### config.mk
export PLATFORM = sky130hd
export DESIGN_NAME = p_bank_ctrl
export DESIGN_NICKNAME = d
export VERILOG_FILES = /design/src/rtl/p_bank_ctrl.sv
export SDC_FILE = /design/constraint.sdc
export NUM_CORES = 1
export LEC_CHECK = 0
export CAP_MARGIN = 5
export CELL_PAD_IN_SITES_DETAIL_PLACEMENT = 0
export CELL_PAD_IN_SITES_GLOBAL_PLACEMENT = 1
export CORE_MARGIN = 4
export CORE_UTILIZATION = 36
export DETAILED_ROUTE_END_ITERATION = 16
export PLACE_DENSITY_LB_ADDON = 0.08
export SLEW_MARGIN = 20
export SYNTH_ARGS = -nofsm -noshare
export SYNTH_HDL_FRONTEND = slang
export SYNTH_SLANG_ARGS = --single-unit
### constraint.sdc
create_clock -name clk -period 3.7 [get_ports clk]
set_input_delay 0.37 -clock clk [delete_from_list [all_inputs] [get_ports clk]]
set_output_delay 0.37 -clock clk [all_outputs]
set_load 0.01 [all_outputs]
### src/rtl/p_bank_ctrl.sv
// p_bank_ctrl: sequences a W-bit P latch bank for two round-robin requesters.
module p_bank_ctrl #(
  parameter int W = 8,
  parameter int SETTLE = 2
) (
  input  logic         clk,
  input  logic         rst,
  input  logic         req0_valid,
  output logic         req0_ready,
  input  logic [1:0]   req0_op,
  input  logic [W-1:0] req0_data,
  input  logic         req1_valid,
  output logic         req1_ready,
  input  logic [1:0]   req1_op,
  input  logic [W-1:0] req1_data,
  output logic         rsp_valid,
  input  logic         rsp_ready,
  output logic         rsp_id,
  output logic [W-1:0] rsp_data,
  output logic         busy,
  output logic         p_rst,
  output logic         p_en,
  output logic [W-1:0] p_in,
  output logic [W-1:0] p_fb,
  input  logic [W-1:0] p_out
);
  typedef enum logic [2:0] {IDLE, CAPT, SETUP, PULSE, HOLD, RESP} state_t;
  localparam int CW = $clog2(SETTLE + 1);
  localparam logic [1:0] OP_CLR = 2'b00, OP_MIX = 2'b10, OP_RD = 2'b11;
  state_t state_q, state_d;
  logic [CW-1:0] cnt_q, cnt_d;
  logic [1:0] op_q, op_d;
  logic [W-1:0] data_q, data_d, fb_q, fb_d, rsp_q, rsp_d, p_in_q, p_in_d, p_fb_q, p_fb_d;
  logic id_q, id_d, last_q, last_d, p_en_q, p_en_d, p_rst_q, p_rst_d;
  logic g0, g1, acc, cnt_last, drive;
  assign g0 = req0_valid & (~req1_valid | last_q);
  assign g1 = req1_valid & (~req0_valid | ~last_q);
  assign req0_ready = (state_q == IDLE) & g0 & ~rst;
  assign req1_ready = (state_q == IDLE) & g1 & ~rst;
  assign acc = req0_ready | req1_ready;
  assign cnt_last = cnt_q == CW'(SETTLE - 1);
  assign rsp_valid = state_q == RESP;
  assign busy = state_q != IDLE;
  assign rsp_id = id_q;
  assign rsp_data = rsp_q;
  assign p_rst = p_rst_q;
  assign p_en = p_en_q;
  assign p_in = p_in_q;
  assign p_fb = p_fb_q;
  always_comb begin
    state_d = state_q;
    cnt_d = cnt_q + 1'b1;
    op_d = op_q;
    data_d = data_q;
    id_d = id_q;
    last_d = last_q;
    fb_d = fb_q;
    rsp_d = rsp_q;
    case (state_q)
      IDLE: if (acc) begin
        op_d = req1_ready ? req1_op : req0_op;
        data_d = req1_ready ? req1_data : req0_data;
        id_d = req1_ready;
        last_d = req1_ready;
        cnt_d = '0;
        state_d = op_d == OP_MIX ? CAPT : op_d == OP_RD ? HOLD : SETUP;
      end
      CAPT: if (cnt_last) begin
        fb_d = p_out;
        cnt_d = '0;
        state_d = SETUP;
      end
      SETUP: if (cnt_last) begin
        cnt_d = '0;
        state_d = PULSE;
      end
      PULSE: begin
        cnt_d = '0;
        state_d = HOLD;
      end
      HOLD: if (cnt_last) begin
        rsp_d = p_out;
        state_d = RESP;
      end
      RESP: if (rsp_ready) state_d = IDLE;
      default: state_d = IDLE;
    endcase
    // Bank pins are computed from the next state so they are registered yet phase-aligned.
    drive = state_d == SETUP || state_d == PULSE;
    p_in_d = drive && op_d != OP_CLR ? data_d : '0;
    p_fb_d = drive && op_d == OP_MIX ? fb_d : '0;
    p_en_d = state_d == PULSE && op_d != OP_CLR;
    p_rst_d = state_d == PULSE && op_d == OP_CLR;
  end
  always_ff @(posedge clk) begin
    if (rst) begin
      state_q <= IDLE;
      cnt_q <= '0;
      op_q <= '0;
      data_q <= '0;
      id_q <= 1'b0;
      last_q <= 1'b1;
      fb_q <= '0;
      rsp_q <= '0;
      p_rst_q <= 1'b1;
      p_en_q <= 1'b0;
      p_in_q <= '0;
      p_fb_q <= '0;
    end else begin
      state_q <= state_d;
      cnt_q <= cnt_d;
      op_q <= op_d;
      data_q <= data_d;
      id_q <= id_d;
      last_q <= last_d;
      fb_q <= fb_d;
      rsp_q <= rsp_d;
      p_rst_q <= p_rst_d;
      p_en_q <= p_en_d;
      p_in_q <= p_in_d;
      p_fb_q <= p_fb_d;
    end
  end
endmodule

==> results.md, run 1 <==
- Outcome: complete, no violations
- Critical path class: reg2out
- Initial antenna violation count: 0
- Reg-to-reg endpoint: p_fb[0]$_SDFF_PP0_
- Critical R2R Launch: state_q[0]$_SDFF_PP0_
- GPL Wtd Cong: approximately 0.74
- Netlist cell types: 42
- Pre-antenna DRT Iters: 4
- Async SR Flop Fraction: 0%
- Power per cell area: about 480 mW/mm²
- Worst Setup SP: state_q[0]$_SDFF_PP0_
- Drt drc: 0
- Hold Vio Cnt, Final: 0
- Synth top area share: approximately half
- Total grt overflow: 0
- Gr usage total: around 16%
- CTS H-tree lvls: 2
- Total setup buffers inserted after CTS: 0
- Routed len/inst: between 10 and 15 µm
- Worst-Skew Late Latency: 310 ps
- CP Max Fanout: 13
- Area contributors post-synth: dfxtp_1, nor3_1, nor2_1
- Slew @ Worst Pin: around 940 ps
- # fillers: 545
- Placed cell count: 351
- Ys flop type: dfxtp_1
- Largest net degree at the start of global routing: 19
- Core area: roughly 0.0055 mm²
- Clock sink total: slightly above 50
- Sequential area share after synthesis: between 50% and 60%
- Reg clk slew, reported paths: around 100 ps
- RSZ-0062 raised after global routing: false
- Post-DRT Antenna Nets: 0
- CTS max path bufs: 2
- CTS resizes: 0
- Worst-case vdd ir drop: 0.210 mV
- Final core occ: about half
- First-pass GRT wire length: 8.85 mm
- Vias in the first global route: between 1.5k and 2k
- Met1 GRT Util: about a fifth
- PortBufs: between 60 and 70
- Area grow syn2layout: 38.5%
- Reg2reg setup slack: ~1500 ps
- Mapped Area: a little over 0.002 mm²
- Min-delay src: cnt_q[0]$_SDFF_PP0_
- CP Launch Type: register
- Yosys reg bits: between 50 and 60
- Avg Cell Area, Syn: between 9 and 10 µm²
- Total Wirelength: roughly 5.3 mm
- Die Ht: around 83 µm
- Setup TNS: 0 ps
- # hold bufs at CTS: 0
- Met2 Usage GRT: between 20% and 30%
- ANT cells: 0
- CP endpoint: req0_ready
- Starting Density: a little under two fifths
- Most frequent cells in the layout: clkdlybuf4s50_1, dfxtp_1, nor2_1
- Max Slew Vio Count: 0
- CP required: 3330 ps
- Slew headroom: about 37%
- TritonCTS clock tree: built
- Final-report setup violation count: 0
- Tcrit/Tclk final: around three quarters
- Final min period: 2750 ps
- Post-DP HPWL: 3.80 mm
- CP endpoint kind: output pin
- Crit path DAT: roughly 2400 ps
- GRT Max-Usage Layer: met2
- FMAX: approximately 360 MHz
- CTS root buffer: clkbuf_8
- Commonest non-fill, non-tap cell in the layout: clkdlybuf4s50_1
- Post-synth EDFFs: 0
- GR Layer Usage met3: approximately 4.5%
- Nets@finish: about 320
- Yosys top cell by area: dfxtp_1
- Worst Skew: roughly 15 ps
- Syn_nets: roughly 260
- # IOs: 64
- Worst Reg-to-Reg Cells: 4
- Post-Syn Instances: between 200 and 250
- Die outline area: about 0.0069 mm²
- Initial DRC Count: around 130
- Worst min path class: reg2reg
- YS warnings: 0
- Vias: 1,836
- Max-cap viol count: 0
- Share of layout cells above drive strength 1: between 6 and 7%
- Leakage power: between 0.001 and 0.0015 µW
- CTS Buf Count: 5
- Fin cells: 359
- Routed vias/inst: roughly 5.1
- Die Span X: approximately 83 µm
- Row Count: 27
-- worst min-delay path by stage --
stage	endpoint	slack, ps	cells past startpoint
finish	cnt_q[0]$_SDFF_PP0_	460	1
global route	rsp_data[4]$_SDFFE_PP0P_	490	2
CTS	cnt_q[0]$_SDFF_PP0_	470	1
detailed placement	rsp_data[1]$_SDFFE_PP0P_	450	2
global placement	rsp_data[5]$_SDFFE_PP0P_	450	2
floorplan	cnt_q[0]$_SDFF_PP0_	430	1
-- metal layers --
| metal | vias up | wire (µm) |
|---|---|---|
| met5 | - | 0 |
| met4 | 0 | 53 |
| met3 | 6 | 264 |
| met2 | 58 | 2410 |
| met1 | 837 | 2590 |
| li1 | 935 | - |
-- where the power goes --
part	switching, µW	internal (µW)
logic	203	179
registers	39.9	600
clock network	192	136
-- registers in the layout (all words and copies together), names as in the netlist --
name / count
cnt_q: 2
p_rst: 1
fb_q: 8
rsp_id: 1
state_q: 3
rsp_data: 8
data_q: 8
op_q: 2
last_q: 1
p_en: 1
p_in: 8
p_fb: 8
-- cell usage after synthesis (3+ instances only) --
| library cell | n |
|---|---|
| nor4_1 | 8 |
| a21oi_1 | 15 |
| and3_1 | 9 |
| inv_1 | 7 |
| a211oi_1 | 10 |
| nor2b_1 | 3 |
| mux2i_1 | 8 |
| nor3_1 | 18 |
| dfxtp_1 | 51 |
| nand2b_1 | 4 |
| nor2_1 | 22 |
| clkbuf_1 | 11 |
| nand2_1 | 21 |
-- cell type report --
type | instances | area [µm²] | share of cell area [%]
Sequential cell | 51 | 1020 | 36.1
Multi-Input combinational cell | 153 | 928 | 32.9
Timing Repair Buffer | 68 | 668 | 23.6
Tap cell | 72 | 90.1 | 3.19
Clock buffer | 5 | 68.8 | 2.44
Inverter | 7 | 26.3 | 0.930
Clock inverter | 3 | 22.5 | 0.797
-- critical path, cell delays in order, from the launching register on --
cell             delay (ps)
dfxtp_1                 440
or4_4                   620
or3_1                   410
inv_1                    70
clkdlybuf4s50_1         520
-- kinds of logic (layout without fill, tap and decap cells) --
family	count (synthesis)	after routing	share of synthesized area (%)
flip-flops	51	51	50.1
AO/OA/AOI/OAI	45	45	15.5
buffers and inverters	20	83	4.42
AND/OR/NAND/NOR	97	97	24.3
multiplexers	9	9	4.48
adder cells (fa/ha/maj)	2	2	1.23
-- metrics by stage --
step                      total power [µW]  setup slack [ps]  hold slack (ps)  instance area [µm²]
after floorplan                        897              1880              429                 2040
after global placement                1040               993              448                 2730
after detailed placement              1040               960              450                 2730
after CTS                             1360               927              467                 2830
after global routing                  1440               825              488                 2830
final                                 1350               948              464                 2830
No activity file was read; power rests on OpenSTA's default activity.
==> run 2, diff against run 1 <==
--- a/config.mk
+++ b/config.mk
@@ -9,7 +9,7 @@
 export CELL_PAD_IN_SITES_DETAIL_PLACEMENT = 0
 export CELL_PAD_IN_SITES_GLOBAL_PLACEMENT = 1
 export CORE_MARGIN = 4
-export CORE_UTILIZATION = 36
+export CORE_UTILIZATION = 34
 export DETAILED_ROUTE_END_ITERATION = 16
 export PLACE_DENSITY_LB_ADDON = 0.08
 export SLEW_MARGIN = 20
==> constraint.sdc (replaced) <==
create_clock -name clk -period 2.8 [get_ports clk]
set_input_delay 0.28 -clock clk [delete_from_list [all_inputs] [get_ports clk]]
set_output_delay 0.28 -clock clk [all_outputs]
set_load 0.01 [all_outputs]
==> results.md, run 2 (synthesized netlist as in run 1, its figures left out) <==
- Slew @ Worst Pin: 859 ps (-85.3 ps)
- PortBufs: 63 (unchanged)
- Nets@finish: 325 (+1.2%)
- RSZ-0062 raised after global routing: false
- # IOs: 64 (unchanged)
- Row Count: 27 (unchanged)
- Worst Skew: 5.54 ps (-9.49 ps)
- Critical path class: reg2out
- Final-report setup violation count: 0 (unchanged)
- Largest net degree at the start of global routing: 34 (+15)
- Slowest CP cell: or4_4
- Crit path DAT: 2320 ps (-60 ps)
- Net switching power: 556 µW (+28%)
- Most frequent cells in the layout: clkdlybuf4s50_1, dfxtp_1, nor2_1
- ANT cells: 0 (unchanged)
- Vias: 1,816 (-1.1%)
- Routed vias/inst: 5.00 (-2.2%)
- Initial DRC Count: 60 (-55%)
- Clock sink total: 51 (unchanged)
- Gr usage total: 15.1% (-0.59 points)
- Hold depth: 2 (+1)
- CTS H-tree lvls: 2 (unchanged)
- Register share of total power: 43.9% (-3.5 points)
- Worst min path class: reg2reg
- Post-DP HPWL: 3.73 mm (-1.7%)
- CTS Buf Count: 5 (unchanged)
- CTS root buffer: clkbuf_8
- Worst Path Buf+Inv: 2 (unchanged)
- TritonCTS clock tree: built
- Post-DRT Antenna Nets: 0 (unchanged)
- CP required: 2520 ps (-810 ps)
- Leakage power: 0.00106 µW (+3.2%)
- Switching share of power: 29.4% (-2.8 points)
- Core area: 0.00568 mm² (+3.1%)
- Setup ws final: 196 ps (-753 ps)
- Initial antenna violation count: 0 (unchanged)
- Commonest non-fill, non-tap cell in the layout: clkdlybuf4s50_1
- Gate power share: 28.3% (about the same)
- Cell family with most CP delay: simple AND/OR/NAND/NOR gates
- Hold Vio Cnt, Final: 0 (unchanged)
- Total Wirelength: 5.17 mm (-2.7%)
- Setup TNS: 0 ps (unchanged)
- GPL Wtd Cong: 0.708 (-4.6%)
- CP endpoint kind: output pin
- Routed len/inst: 14.2 µm (-3.8%)
- Total grt overflow: 0 (unchanged)
- # hold bufs at CTS: 0 (unchanged)
- Max-cap viol count: 0 (unchanged)
- Drt drc: 0 (unchanged)
- Final Power: 1890 µW (+40%)
- Final core occ: 50.8% (-0.53 points)
- CTS resizes: 0 (unchanged)
- Total setup buffers inserted after CTS: 0 (unchanged)
- Reg clk slew, reported paths: 90 ps (about the same)
- Vias in the first global route: 1,875 (+4.4%)
- Die Span X: 85.5 µm (+2.6%)
- Critical path depth: 4 (unchanged)
- CTS max path bufs: 2 (unchanged)
- Worst-case vdd ir drop: 0.339 mV (+61%)
- Area grow syn2layout: 41.3%
- Worst path cell trace: or4_4 > or3_1 > inv_1 > clkdlybuf4s50_1
- Clock power frac: 27.8% (+3.5 points)
- Hold Worst Slack: 460 ps (-4.50 ps)
- Tcrit/Tclk final: 93.0%
- Slew headroom: 42.3% (+5.7 points)
- Final min period: approximately 2600 ps
- Worst-Skew Late Latency: 300 ps (about the same)
- Worst Reg-to-Reg Cells: 6 (+2)
- Internal Power: 1330 µW (+46%)
- Share of layout cells above drive strength 1: 8.25% (+1.3 points)
- Pre-antenna DRT Iters: 4 (unchanged)
- Starting Density: 35.9% (-1.1 points)
- CP Max Fanout: 16 (+3)
- First-pass GRT wire length: 8.91 mm (+0.70%)
- Outcome: complete, no violations
- Power per cell area: 656 mW/mm² (+37%)
- Die Ht: 85.5 µm (+2.6%)
- Dpl ws: 299 ps (-661 ps)
- Max Slew Vio Count: 0 (unchanged)
- CP Launch Type: register
- FMAX: ~380 MHz
- Delay of the slowest critical-path stage: 570 ps (-50 ps)
- Die outline area: 0.00730 mm² (+5.3%)
-- run 2: cell count changes in the layout (fill, tap and decap cells not counted), sizes merged --
cell,before,now
inv,8,7
clkinv,2,1
bufinv,0,1
clkbuf,5,6
buf,5,9
-- run 2: path summary, 6_finish.rpt --
check | start | end | slack (ps)
setup reg to reg | state_q[0]$_SDFF_PP0_ | p_rst$_SDFF_PP1_ | 760
setup / recovery | state_q[2]$_SDFF_PP0_ | req0_ready | 200
hold reg to reg | rsp_data[6]$_SDFFE_PP0P_ | rsp_data[6]$_SDFFE_PP0P_ | 460
hold / removal | rsp_data[6]$_SDFFE_PP0P_ | rsp_data[6]$_SDFFE_PP0P_ | 460
-- run 2: area by class of cell --
| class | instances | area, µm² |
|---|---|---|
| tap | 72 | 90.1 |
| fill | 567 | 2790 |
| clock buffer | 6 | 82.6 |
| multi-input combinational | 153 | 928 |
| sequential | 51 | 1020 |
| timing repair buffer | 72 | 698 |
| clock inverter | 2 | 35.0 |
| inverter | 7 | 26.3 |
-- run 2: through the flow --
step / instance area, µm² / std cells
finish: 2880 / 363
floorplan: 2040 / 224
global route: 2880 / 363
global placement: 2760 / 355
CTS: 2880 / 363
detailed placement: 2760 / 355
-- run 2: per-layer routing --
metal  vias to the layer above  GRT usage [%]  part of all wire [%]
met5                         -              0                     0
met1                       831           20.2                    48
li1                        935              -                     -
met4                         0           3.88                   1.1
met2                        44           24.2                    46
met3                         6           3.79                   5.1
-- run 2: worst min-delay path, cell delays in order, from the launching register on --
cell	delay (ps)
dfxtp_1	320
nand2_1	50
a21oi_1	50
-- run 2: power by group through the flow --
stage	Sequential, µW	Clock [µW]	Combinational, µW
floorplan	843	0	342
global placement	846	0	541
detailed placement	846	0	541
CTS	829	544	543
global route	839	575	602
finish	829	526	535
